### config.mk
export PLATFORM = sky130hd
export DESIGN_NAME = alu_wb_sequencer
export DESIGN_NICKNAME = d
export VERILOG_FILES = /design/src/rtl/alu_wb_sequencer.sv
export SDC_FILE = /design/constraint.sdc
export NUM_CORES = 1
export LEC_CHECK = 0
export ABC_AREA = 1
export BUFFER_PORTS_ARGS = -buffer_cell sky130_fd_sc_hd__buf_2
export CAP_MARGIN = 40
export CORE_MARGIN = 1
export CORE_UTILIZATION = 58
export DETAILED_ROUTE_END_ITERATION = 10
export PLACE_DENSITY = 0.82
export REMOVE_ABC_BUFFERS = 1
export SYNTH_ARGS = -nofsm -noshare
export SYNTH_HDL_FRONTEND = slang
export SYNTH_SLANG_ARGS = --single-unit
export TNS_END_PERCENT = 100
### constraint.sdc
create_clock -name clk -period 2.7 [get_ports clk]
set_input_delay 0.27 -clock clk [delete_from_list [all_inputs] [get_ports clk]]
set_output_delay 0.27 -clock clk [all_outputs]
set_load 0.02 [all_outputs]
### src/rtl/alu_wb_sequencer.sv
// alu_wb_sequencer: execute/write-back sequencer that sits directly downstream of an 8x8 register file.
// Latency: an instruction is accepted on edge 0 and passes through READ, EXEC and WB in cycles 1-3.
//          The write commits on edge 3, and instr_ready is high again in cycle 4.
// Backpressure: instr_ready is high only in IDLE. instr_* is ignored while it is low.
// Ports:
//   clk, reset (async, active-low)
//   instr_valid/instr_ready handshake carrying op/rd/rs1/rs2/imm
//   rf_read_addr_1/2, rf_read_data_1/2 : register file read ports (combinational read)
//   rf_write_addr/data, rf_reg_write_n : register file write port (active-low enable)
//   done : one-cycle pulse in WB
//   flag_z/c/v/n : flags of the last completed instruction
module alu_wb_sequencer #(
  parameter int DATA_W = 8,
  parameter int ADDR_W = 3
) (
  input  logic              clk,
  input  logic              reset,
  input  logic              instr_valid,
  output logic              instr_ready,
  input  logic [2:0]        instr_op,
  input  logic [ADDR_W-1:0] instr_rd,
  input  logic [ADDR_W-1:0] instr_rs1,
  input  logic [ADDR_W-1:0] instr_rs2,
  input  logic [DATA_W-1:0] instr_imm,
  output logic [ADDR_W-1:0] rf_read_addr_1,
  output logic [ADDR_W-1:0] rf_read_addr_2,
  input  logic [DATA_W-1:0] rf_read_data_1,
  input  logic [DATA_W-1:0] rf_read_data_2,
  output logic [ADDR_W-1:0] rf_write_addr,
  output logic [DATA_W-1:0] rf_write_data,
  output logic              rf_reg_write_n,
  output logic              done,
  output logic              flag_z,
  output logic              flag_c,
  output logic              flag_v,
  output logic              flag_n
);

  localparam logic [2:0] OP_ADD = 3'b000;
  localparam logic [2:0] OP_SUB = 3'b001;
  localparam logic [2:0] OP_AND = 3'b010;
  localparam logic [2:0] OP_OR  = 3'b011;
  localparam logic [2:0] OP_XOR = 3'b100;
  localparam logic [2:0] OP_SLL = 3'b101;
  localparam logic [2:0] OP_SRL = 3'b110;
  localparam logic [2:0] OP_LDI = 3'b111;

  typedef enum logic [1:0] {IDLE, READ, EXEC, WB} state_t;

  state_t state, state_next;

  logic [2:0]        op_q;
  logic [ADDR_W-1:0] rd_q, rs1_q, rs2_q;
  logic [DATA_W-1:0] imm_q, a_q, b_q, result_q;
  logic              z_q, c_q, v_q, n_q;

  logic              accept;
  logic              capture_ops;
  logic              commit_alu;

  logic [DATA_W-1:0] alu_res;
  logic              alu_c, alu_v;
  logic [DATA_W:0]   sum, diff, shl, shr;

  // State register
  always_ff @(posedge clk or negedge reset) begin
    if (!reset) state <= IDLE;
    else        state <= state_next;
  end

  // Next-state logic
  always_comb begin
    state_next = state;
    case (state)
      IDLE:    if (instr_valid) state_next = READ;
      READ:    state_next = EXEC;
      EXEC:    state_next = WB;
      WB:      state_next = IDLE;
      default: state_next = IDLE;
    endcase
  end

  // Output and control decode. Outputs are purely state-based, so an
  // asynchronous reset deasserts the write enable immediately.
  always_comb begin
    instr_ready    = (state == IDLE);
    rf_reg_write_n = (state != WB);
    done           = (state == WB);
    accept         = (state == IDLE) && instr_valid;
    capture_ops    = (state == READ);
    commit_alu     = (state == EXEC);
  end

  // Read addresses come straight from the latched sources. They are stable
  // throughout READ and hold until the next acceptance.
  assign rf_read_addr_1 = rs1_q;
  assign rf_read_addr_2 = rs2_q;
  assign rf_write_addr  = rd_q;
  assign rf_write_data  = result_q;
  assign flag_z = z_q;
  assign flag_c = c_q;
  assign flag_v = v_q;
  assign flag_n = n_q;

  // The extra MSB of sum and diff is the carry or borrow.
  // The shift vectors have one guard bit on the side that is shifted out,
  // so the last bit shifted out lands in it. That guard bit is 0 for a shift of 0.
  assign sum  = {1'b0, a_q} + {1'b0, b_q};
  assign diff = {1'b0, a_q} - {1'b0, b_q};
  assign shl  = {1'b0, a_q} << b_q[2:0];
  assign shr  = {a_q, 1'b0} >> b_q[2:0];

  always_comb begin
    alu_res = '0;
    alu_c   = 1'b0;
    alu_v   = 1'b0;
    case (op_q)
      OP_ADD: begin
        alu_res = sum[DATA_W-1:0];
        alu_c   = sum[DATA_W];
        alu_v   = (a_q[DATA_W-1] == b_q[DATA_W-1]) && (sum[DATA_W-1] != a_q[DATA_W-1]);
      end
      OP_SUB: begin
        alu_res = diff[DATA_W-1:0];
        alu_c   = diff[DATA_W];
        alu_v   = (a_q[DATA_W-1] != b_q[DATA_W-1]) && (diff[DATA_W-1] != a_q[DATA_W-1]);
      end
      OP_AND: alu_res = a_q & b_q;
      OP_OR:  alu_res = a_q | b_q;
      OP_XOR: alu_res = a_q ^ b_q;
      OP_SLL: begin
        alu_res = shl[DATA_W-1:0];
        alu_c   = shl[DATA_W];
      end
      OP_SRL: begin
        alu_res = shr[DATA_W:1];
        alu_c   = shr[0];
      end
      OP_LDI: alu_res = imm_q;
      default: alu_res = '0;
    endcase
  end

  // Datapath registers
  always_ff @(posedge clk or negedge reset) begin
    if (!reset) begin
      op_q     <= '0;
      rd_q     <= '0;
      rs1_q    <= '0;
      rs2_q    <= '0;
      imm_q    <= '0;
      a_q      <= '0;
      b_q      <= '0;
      result_q <= '0;
      z_q      <= 1'b0;
      c_q      <= 1'b0;
      v_q      <= 1'b0;
      n_q      <= 1'b0;
    end else begin
      if (accept) begin
        op_q  <= instr_op;
        rd_q  <= instr_rd;
        rs1_q <= instr_rs1;
        rs2_q <= instr_rs2;
        imm_q <= instr_imm;
      end
      if (capture_ops) begin
        a_q <= rf_read_data_1;
        b_q <= rf_read_data_2;
      end
      if (commit_alu) begin
        result_q <= alu_res;
        z_q      <= (alu_res == '0);
        c_q      <= alu_c;
        v_q      <= alu_v;
        n_q      <= alu_res[DATA_W-1];
      end
    end
  end

endmodule

Word-level counts from Yosys, hierarchy flattened:

Cells that the tools add are included.

* register bits after elaboration: 50
* word-level logic and storage cells: 47

* add/subtract/negate cells: 2
* equal/unequal tests: 16
* shift-type cells: 2
* muxes and demuxes: 5
* bitwise logic cells: 3
* reduce and logical (&&, ||, !) cells: 6

Operator list (count)
* $pmux W8 S8: 1
* $eq A3 B3 Y1 const B: 4
* $add A8 B8 Y9: 1
* $shl A8 B3 Y9: 1
* $shr A9 B3 Y9: 1
* $sub A8 B8 Y9: 1
* $and A8 B8 Y8: 1
* $logic_not A8 Y1: 1
* $or A8 B8 Y8: 1
* $pmux W2 S4: 1
* $xor A8 B8 Y8: 1
* $eq A3 B2 Y1 const B: 2
* $eq A2 B2 Y1 const B: 2
* $ne A2 B2 Y1 const B: 2
* $pmux W1 S4: 1
* $eq A3 B1 Y1 const B: 1
* $logic_and A1 B1 Y1: 3
* $logic_not A3 Y1: 1
* $ne A1 B1 Y1: 3
* $eq A2 B1 Y1 const B: 1
* $logic_not A2 Y1: 1
* $mux W2: 1
* $pmux W1 S2: 1
* $eq A1 B1 Y1: 1

Depth between registers and ports, before layout:

Gate-level depths: netlist of the first run.

* word-level depth: 4
* gate-level depth with buffers: 17
* mapped depth without buffers: 17

Worst setup path before layout of the first run:

OpenSTA, ideal clock, no wires.

* path type: register to register
* from: register b_q[2]
* to: register z_q (netlist: flag_z)
* setup time: 0.066 ns
* arrival: 1.889 ns
* required time: 2.634 ns
* slack: 0.745 ns
* stages on the path, launching flop included: 15
* period minus slack after synthesis: 1.955 ns
* cells stage by stage: dfrtp_1 > inv_1 > ha_1 > buf_4 > nor2_1 > nand2_1 > nand2_1 > nand3_1 > nand2_1 > nand2_1 > nand3_1 > nand4_1 > nor2_1 > nand2_1 > nand2_1

* word-level cells in the longest chain between the ends: 3
* elaborated cells on any way between the ends: 9
* classes of those cells: add/sub (2); shift (2); mux (1); bitwise (3); reduce/logical (1)

Ends and longest elaborated chain
* start: declaration: RTL line 54 `logic [DATA_W-1:0] imm_q, a_q, b_q, result_q;`
* start signal: assignment: RTL line 169 `b_q <= rf_read_data_2;`
* $sub A8 B8 Y9, or another cell as far along: RTL line 109 `assign diff = {1'b0, a_q} - {1'b0, b_q};`
* $pmux W8 S8 (*): RTL line 117 `case (op_q)`
* $logic_not A8 Y1 (*): RTL line 173 `z_q <= (alu_res == '0);`
* end signal: assignment: RTL line 173
* end: declaration: RTL line 55 `logic z_q, c_q, v_q, n_q;`

Every way passes the cells marked *; elsewhere a longest branch is shown, timed or not.
A chain may end at the register's enable or synchronous reset.

Worst setup path after layout of the first run:

* from: register a_q[3]
* to: register c_q (netlist: flag_c)

* word-level cells in the longest chain between the ends: 2
* elaborated cells on any way between the ends: 5
* classes of those cells: add/sub (2); shift (2); mux (1)

Ends and longest elaborated chain
* start: declaration: RTL line 54
* start signal: assignment: RTL line 168 `a_q <= rf_read_data_1;`
* $sub A8 B8 Y9, or another cell as far along: RTL line 109
* $pmux W1 S4 (*): RTL line 117
* end signal: assignment: RTL line 174 `c_q <= alu_c;`
* end: declaration: RTL line 55

Marked as above.

==> results of run 1 <==
## report_power, final
| part | internal (mW) | total (mW) | switching [mW] |
|---|---|---|---|
| combinational | 1.34 | 4.00 | 2.66 |
| clock | 0.194 | 0.491 | 0.296 |
| sequential | 1.09 | 1.47 | 0.379 |
## kinds of logic (layout without fill, tap and decap cells)
| group | count (synthesis) | after routing |
|---|---|---|
| AOI/OAI and AO/OA | 55 | 55 |
| buffers and inverters | 83 | 139 |
| and+or+nand+nor | 300 | 300 |
| adders and majority gates | 31 | 31 |
| xor gates and xnor gates | 2 | 2 |
| DFF | 49 | 49 |
| muxes | 15 | 15 |
## worst max path at each step
stage                start     end  slack [ns]  depth (start not counted)
finish              a_q[3]  flag_c        0.32                         11
global route        b_q[2]  flag_z        0.09                         13
CTS                 a_q[3]  flag_c        0.36                         11
floorplan           b_q[1]  flag_z        0.55                         13
detailed placement  a_q[3]  flag_c        0.39                         11
global placement    a_q[3]  flag_c        0.50                         11
## registers in the layout (all words and copies together) (netlist names)
register        flops
flag_v              1
b_q                 8
flag_c              1
imm_q               8
rf_write_addr       3
rf_read_addr_2      3
state               2
rf_write_data       8
a_q                 8
flag_z              1
rf_read_addr_1      3
op_q                3
## repair_timing
action,4_1_cts,5_1_grt
hold endpoints to repair,22,0
endpoints found under the setup margin,0,0
hold buffers,1,0
## routing by layer
metal,up-vias,global-route usage (%)
met5,-,0
li1,1836,-
met3,20,3.96
met2,162,51.9
met1,1779,43.7
met4,0,9.86
## critical path, cell delays in order, from the launching register on
cell and delay [ns]:
dfrtp_1 0.47, inv_1 0.09, ha_1 0.47, a21oi_1 0.35, or2_2 0.19, nand3_1 0.08, nand3_1 0.09, nand2_1 0.06
nand2_1 0.05, o21ai_0 0.06, o21ai_0 0.25, nand2_1 0.10
## synthesized netlist by cell type, drive strengths merged
cell type	instances	share of area, %
mux2	15	4.4
nor2	56	6.4
xor2	2	0.45
a31oi	1	0.16
nand2	149	15
nor4	1	0.16
o21ai	27	3.5
inv	63	6.4
a22o	1	0.23
or2	3	0.49
o32ai	1	0.23
clkbuf	6	0.58
nand3	76	11
nand3b	1	0.19
a22oi	1	0.19
o21a	2	0.39
ha	29	9.4
buf	14	3.0
fa	2	1.0
a21oi	21	2.9
nand4	12	1.9
nor3	2	0.26
dfrtp	49	32
o211ai	1	0.19
## final cells by class
class / instances / share of cell area, %
sequential: 49 / 28.7
timing repair buffer: 68 / 8.38
tap: 77 / 2.26
clock inverter: 3 / 0.674
clock buffer: 5 / 1.61
inverter: 63 / 5.78
multi-input combinational: 403 / 52.6
==> results.yml, run 1 <==
worst_hold_path:
  hp-class: "input port to flip-flop"
  min_from: "rf_read_data_1[2]"
  holdPathEnd: "a_q[2]"
  whs_path_depth: 3
worst_setup_path:
  cp.required_ns: 2.91
  reg2reg_from: "a_q[3]"
  r2r_cells: 11
  crit_type: "flip-flop to flip-flop"
  crit_path_max_fanout: 10
  crit_arrival_ns: 2.58
  end_kind: "flip-flop"
  reg2reg_to: "flag_c"
  startpoint_type: "flip-flop"
  r2r_slack_ns: 0.32
global_route:
  track_usage_pct: 31.6
  antenna_found_initial: 0
  first_global_vias: 3454
  grt_max_degree: 33
  grt_pass1_wl_um: 17400
  overflow: 0
clocking:
  cts_setup_buffers: 0
  clkSinkCount: 49
  cts_resized: 0
  cts_buffers: 5
  cts_max_path_buffers: 2
  cts_tree: "built"
  cts_root_buffer: "clkbuf_8"
  clock_latency_ns: 0.33
  cts.clk_slew.worst_paths_ns: 0.11
  htreeDepth: 2
floorplanning:
  core_region_area_um2: 6390
  ios: 63
  fp.dieArea_um2: 6980
  die_w_um: 83.5
  initial_utilization_pct: 60.4
  rows: 29
  die_h_um: 83.5
route:
  drt_wl_total_um: 10500
  vias: 3797
  met3_length_um: 605
  drt_iter0_markers: 290
  met1_length_um: 4710
  drtAntennaViolNets: 0
  top_layer_used: "met4"
  wire_per_inst_um: 15.8
  firstDrtPassIters: 8
  route.met2.wl_um: 4930
  drcViolationCount: 0
  drt-vias-per-instance: 5.68
synth:
  synth-adder-area-share_pct: 10.5
  synth-seq-cells: 49
  yosysUniqueCellTypes: 37
  syn-instance-count: 535
  synthMuxAreaShare_pct: 4.38
  synth-compound-area-share_pct: 7.82
  yosysSeqAreaShare_pct: 31.8
  yosys.area_share.simple_pct: 35.1
  synth_top_family_by_area: "simple AND/OR/NAND/NOR gates"
  yosys_warnings: 0
  synth.avg_cell_area_um2: 7.21
  netlist_area_um2: 3850
  synth_xor_area_share_pct: 0.454
sta:
  post-route-min-period_ns: 2.38
  finalHoldViolCount: 0
  setup_tns_ns: 0
  fin_ws_ns: 0.324
  max_slew_margin_pct: 43.7
  tightest_slew_ns: 0.843
  finalSetupViolations: 0
  rsz0062_at_grt: "no"
  timing.fmax_mhz: 421
  final_min_period_over_clock_period_pct: 88.0
  slew_violations: 0
  holdWs_ns: 0.138
  fin_skew_ns: 0.0127
final_layout:
  final_common_cell: "nand2_1"
  drive_gt1_share_pct: 20.6
  multi_input_area_um2: 2240
  n_antenna_cell: 0
  syn_to_final_growth_pct: 10.7
  regArea_um2: 1230
  most-common-layout-cells: "144 x nand2_1, 70 x nand3_1, 62 x buf_2"
  nNetsFinal: 660
  final_cell_area_um2: 4270
  layout.cells.non_filler: 668
  postLayoutCoreUtil_pct: 66.8
  fill_cells: 552
run:
  maxCapViolCount: 0
placement:
  dp_hpwl_um: 8310
  numPortBuffers: 62
  placed_cells: 659
  dp_slack_ns: 0.388
  placed_cell_area_um2: 4160
  gp_congestion: 0.936
power_and_ir_drop:
  finalPower_mw: 5.97
  power_leakage_nw: 2.25
  ir_drop_uv: 904
  p_per_area_nw_per_um2: 1400
run_status:
  outcome: "finished clean"
Note: power is estimated with default switching activity, not from simulation.
==> inputs of run 2 (changes only) <==
- BUFFER_PORTS_ARGS: -buffer_cell sky130_fd_sc_hd__buf_2 -> -buffer_cell sky130_fd_sc_hd__clkbuf_2
- CORE_MARGIN: 1 -> default
==> run 2 against run 1 <==
Effect of this change: clock power fell by 2%; first-iteration DRC count shrank 21%; global-route usage up 0.53 points; register-to-register slack worse by 0.02 ns; fmax decreased by 0.78%; worst setup slack worse by 0.019 ns; count of clock-buffer cells in the layout stayed put.
==> results.yml, run 2 (synthesis results as in run 1) <==
run_status:
  outcome: "finished clean"
power_and_ir_drop:
  power_leakage_nw: 2.25
  ir_drop_uv: 1060
  p_per_area_nw_per_um2: 1400
sta:
  max_slew_margin_pct: 40.6
  finalSetupViolations: 0
  holdWs_ns: 0.148
  setup_tns_ns: 0
  post-route-min-period_ns: 2.39
  timing.fmax_mhz: 418
  final_min_period_over_clock_period_pct: 88.7
  tightest_slew_ns: 0.888
  rsz0062_at_grt: "no"
  finalHoldViolCount: 0
  slew_violations: 0
  fin_skew_ns: 0.0112
final_layout:
  drive_gt1_share_pct: 20.6
  nNetsFinal: 660
  final_common_cell: "nand2_1"
  postLayoutCoreUtil_pct: 66.8
  final_cell_area_um2: 4270
  syn_to_final_growth_pct: 10.6
  n_antenna_cell: 0
  most-common-layout-cells: "144 x nand2_1, 70 x nand3_1, 62 x clkbuf_2"
  layout.cells.non_filler: 668
  fill_cells: 578
route:
  vias: 3768
  drcViolationCount: 0
  drt_wl_total_um: 10900
  drtAntennaViolNets: 0
  firstDrtPassIters: 5
  drt_iter0_markers: 228
  drt-vias-per-instance: 5.64
  wire_per_inst_um: 16.3
clocking:
  clkSinkCount: 49
  cts.clk_slew.worst_paths_ns: 0.11
  cts_max_path_buffers: 2
  cts_buffers: 5
  htreeDepth: 2
  cts_tree: "built"
  cts_root_buffer: "clkbuf_8"
  clock_latency_ns: 0.32
global_route:
  first_global_vias: 3554
  grt_max_degree: 33
  track_usage_pct: 32.1
  overflow: 0
  grt_pass1_wl_um: 17600
  antenna_found_initial: 0
placement:
  placed_cells: 659
  numPortBuffers: 62
  dp_hpwl_um: 8480
  placed_cell_area_um2: 4160
  gp_congestion: 1.03
worst_setup_path:
  crit_path_max_fanout: 11
  r2r_cells: 14
  crit_type: "flip-flop to flip-flop"
  cp.required_ns: 2.96
  end_kind: "flip-flop"
  startpoint_type: "flip-flop"
  crit_arrival_ns: 2.66
worst_hold_path:
  hp-class: "input port to flip-flop"
  whs_path_depth: 3
floorplanning:
  ios: 63
  initial_utilization_pct: 60.4
  fp.dieArea_um2: 6980
  die_h_um: 83.5
  rows: 29
  die_w_um: 83.5
  core_region_area_um2: 6390
run:
  maxCapViolCount: 0
run 2: changes by cell type in the layout (fill, tap and decap cells not counted):
cell	delta
inv_6	-1
clkinv_4	-1
buf_2	-62
clkinvlp_4	+2
clkbuf_2	+62
run 2: routing by layer:
metal / track usage (%) / wire length, um / vias up
met5: 0 / 0 / -
met2: 52.9 / 5070 / 160
li1: - / - / 1835
met4: 8.78 / 262 / 0
met3: 3.96 / 706 / 15
met1: 44.9 / 4840 / 1758
run 2: timing repair:
action,4_1_cts,5_1_grt
setup buffers,0,0
resized for setup,0,0
hold endpoints to repair,1,0
hold buffers,1,0
run 2: worst paths after layout:
path	start	slack [ns]	end
max in group asynchronous	reset	1.39	rf_read_addr_2[0]
worst max-delay path	b_q[0]	0.31	flag_z
worst min-delay path	rf_read_data_1[6]	0.15	a_q[6]
worst max register to register	b_q[0]	0.31	flag_z
worst min register to register	rf_write_data[4]	0.49	rf_write_data[4]
min in group asynchronous	reset	0.51	b_q[1]
run 2: metrics by stage:
| step | total power, mW | setup WS (ns) |
|---|---|---|
| finish | 5.98 | 0.305 |
| detailed placement | 5.41 | 0.383 |
| global placement | 5.34 | 0.473 |
| floorplan | 4.28 | 0.548 |
| CTS | 5.91 | 0.338 |
| global route | 6.49 | 0.0912 |
run 2: where the power goes:
part | leakage, nW | switching [mW] | internal, mW | total [mW]
Clock | 0.0423 | 0.290 | 0.189 | 0.479
Sequential | 0.591 | 0.398 | 1.09 | 1.49
Combinational | 1.62 | 2.67 | 1.34 | 4.01
Total | 2.25 | 3.36 | 2.62 | 5.98
run 2: critical path: stages, from the launching register on:
cell and delay [ns]:
dfrtp_1 0.62, ha_1 0.31, inv_1 0.10, fa_1 0.39, inv_1 0.10, nand3_1 0.08, nand2_1 0.09, nand2_1 0.05
nand3_1 0.07, nand3_1 0.10, nor2_1 0.13, nand2_1 0.07, nor2_1 0.10, nand2_1 0.07, nand2_1 0.05
run 2: cell type report:
| type | instances | area (um^2) | share of cell area (%) |
|---|---|---|---|
| Clock buffer | 5 | 68.8 | 1.61 |
| Clock inverter | 3 | 26.3 | 0.616 |
| Inverter | 63 | 246 | 5.78 |
| Multi-Input combinational cell | 403 | 2240 | 52.6 |
| Sequential cell | 49 | 1230 | 28.7 |
| Tap cell | 77 | 96.3 | 2.26 |
| Timing Repair Buffer | 68 | 358 | 8.39 |
==> inputs of run 3 (changes only) <==
- CORE_UTILIZATION: 58 -> 55
- PLACE_DENSITY: 0.82 -> 0.78
==> run 3 against run 2 <==
Effect of this change: highest routed layer unchanged; power fell by 0.40%; clock skew rose by 0.0016 ns; flip-flop and latch count did not move; critical path depth fell by 2; final area rose by 0.50%; register-to-register slack improved by 0.05 ns; fmax rose by 2.0%; combinational power barely moved; via count fell by 1.8%; sequential share of layout area fell by 0.14 points.
==> results.yml, run 3 (synthesis results as in run 1) <==
run_status:
  outcome: "finished clean"
route:
  firstDrtPassIters: 5
  drtAntennaViolNets: 0
  drt-vias-per-instance: 5.39
  drt_wl_total_um: 10800
  drt_iter0_markers: 278
  vias: 3701
  drcViolationCount: 0
  wire_per_inst_um: 15.7
worst_setup_path:
  reg2reg_from: "b_q[2]"
  crit_arrival_ns: 2.61
  crit_type: "flip-flop to flip-flop"
  startpoint_type: "flip-flop"
  r2r_cells: 12
  cp.required_ns: 2.96
  end_kind: "flip-flop"
  reg2reg_to: "flag_z"
  crit_start: "b_q[2]"
  crit_path_max_fanout: 10
  r2r_slack_ns: 0.35
power_and_ir_drop:
  seqPwrFrac_pct: 25.1
  p_sw_share_pct: 56.1
  comb_power_share_pct: 66.8
  power_leakage_nw: 2.25
  intPower_mw: 2.62
  ir_drop_uv: 561
  clockPowerShare_pct: 8.1
  p_per_area_nw_per_um2: 1390
  finalPower_mw: 5.96
  p_sw_mw: 3.34
final_layout:
  syn_to_final_growth_pct: 11.2
  final_cell_area_um2: 4290
  nNetsFinal: 660
  postLayoutCoreUtil_pct: 63.1
  n_antenna_cell: 0
  final_common_cell: "nand2_1"
  most-common-layout-cells: "144 x nand2_1, 70 x nand3_1, 62 x clkbuf_2"
  drive_gt1_share_pct: 20.8
  fill_cells: 625
placement:
  placed_cell_area_um2: 4190
  dp_hpwl_um: 8520
  gp_congestion: 0.950
  numPortBuffers: 62
run:
  maxCapViolCount: 0
global_route:
  overflow: 0
  track_usage_pct: 30.4
  grt_max_degree: 33
  grt_pass1_wl_um: 17100
  antenna_found_initial: 0
  first_global_vias: 3453
floorplanning:
  ios: 63
  initial_utilization_pct: 56.7
  core_region_area_um2: 6790
  die_h_um: 85.7
  rows: 30
  fp.dieArea_um2: 7350
  die_w_um: 85.7
clocking:
  cts_buffers: 5
  cts_setup_buffers: 0
  clock_latency_ns: 0.31
  cts_tree: "built"
  clkSinkCount: 49
  cts_resized: 0
  cts.clk_slew.worst_paths_ns: 0.11
  cts_max_path_buffers: 2
  htreeDepth: 2
  cts_root_buffer: "clkbuf_8"
  ctsHoldBuffers: 0
sta:
  fin_skew_ns: 0.0128
  finalSetupViolations: 0
  tightest_slew_ns: 0.831
  post-route-min-period_ns: 2.35
  rsz0062_at_grt: "no"
  finalHoldViolCount: 0
  holdWs_ns: 0.0281
  max_slew_margin_pct: 44.4
  slew_violations: 0
  setup_tns_ns: 0
  timing.fmax_mhz: 426
  final_min_period_over_clock_period_pct: 87.0
worst_hold_path:
  hp-class: "input port to asynchronous set/reset pin"
## run 3: area by class of cell
cell class              instances  area [um^2]  area share, %
multi-input cells             403         2240           52.3
flip-flops and latches         49         1230           28.6
repair buffers                 68          355           8.29
inverters                      63          246           5.75
well taps                      96          120           2.80
clock buffers                   5         68.8           1.61
clock inverters                 3         26.3          0.613
## run 3: power groups by stage
stage | clock network, mW | registers (mW) | logic (mW)
floorplan | 0 | 1.62 | 2.66
global placement | 0 | 1.48 | 3.89
detailed placement | 0 | 1.51 | 3.91
CTS | 0.489 | 1.49 | 3.93
global route | 0.516 | 1.54 | 4.44
finish | 0.484 | 1.49 | 3.98
## run 3: worst max path at each step
stage,endpoint,slack [ns],cells after the start
after floorplan,flag_z,0.55,13
after global placement,flag_z,0.42,13
after detailed placement,flag_z,0.38,12
after CTS,flag_z,0.34,12
after global routing,flag_z,0.06,14
final,flag_z,0.35,12
## run 3: stage by stage
| stage | std cells | worst slack [ns] |
|---|---|---|
| final | 687 | 0.351 |
| after global routing | 687 | 0.0607 |
| after CTS | 687 | 0.344 |
| after detailed placement | 679 | 0.383 |
| after global placement | 679 | 0.423 |
| after floorplan | 515 | 0.548 |
## run 3: worst max-delay path, stage by stage (launching register included)
cell	delay, ns
dfrtp_1	0.56
inv_1	0.17
ha_1	0.52
inv_2	0.12
a21oi_1	0.19
nand2_1	0.10
nand3_1	0.12
nand3_1	0.09
nand3_1	0.09
nand4_1	0.10
nor2_1	0.13
nand2_1	0.05
nand2_1	0.05
## run 3: metal layers
metal / vias up / part of all wire (%) / track usage (%)
met2: 158 / 46 / 48.4
met3: 15 / 6.9 / 5.20
li1: 1837 / - / -
met4: 0 / 1.7 / 8.64
met5: - / 0 / 0
met1: 1691 / 46 / 42.5
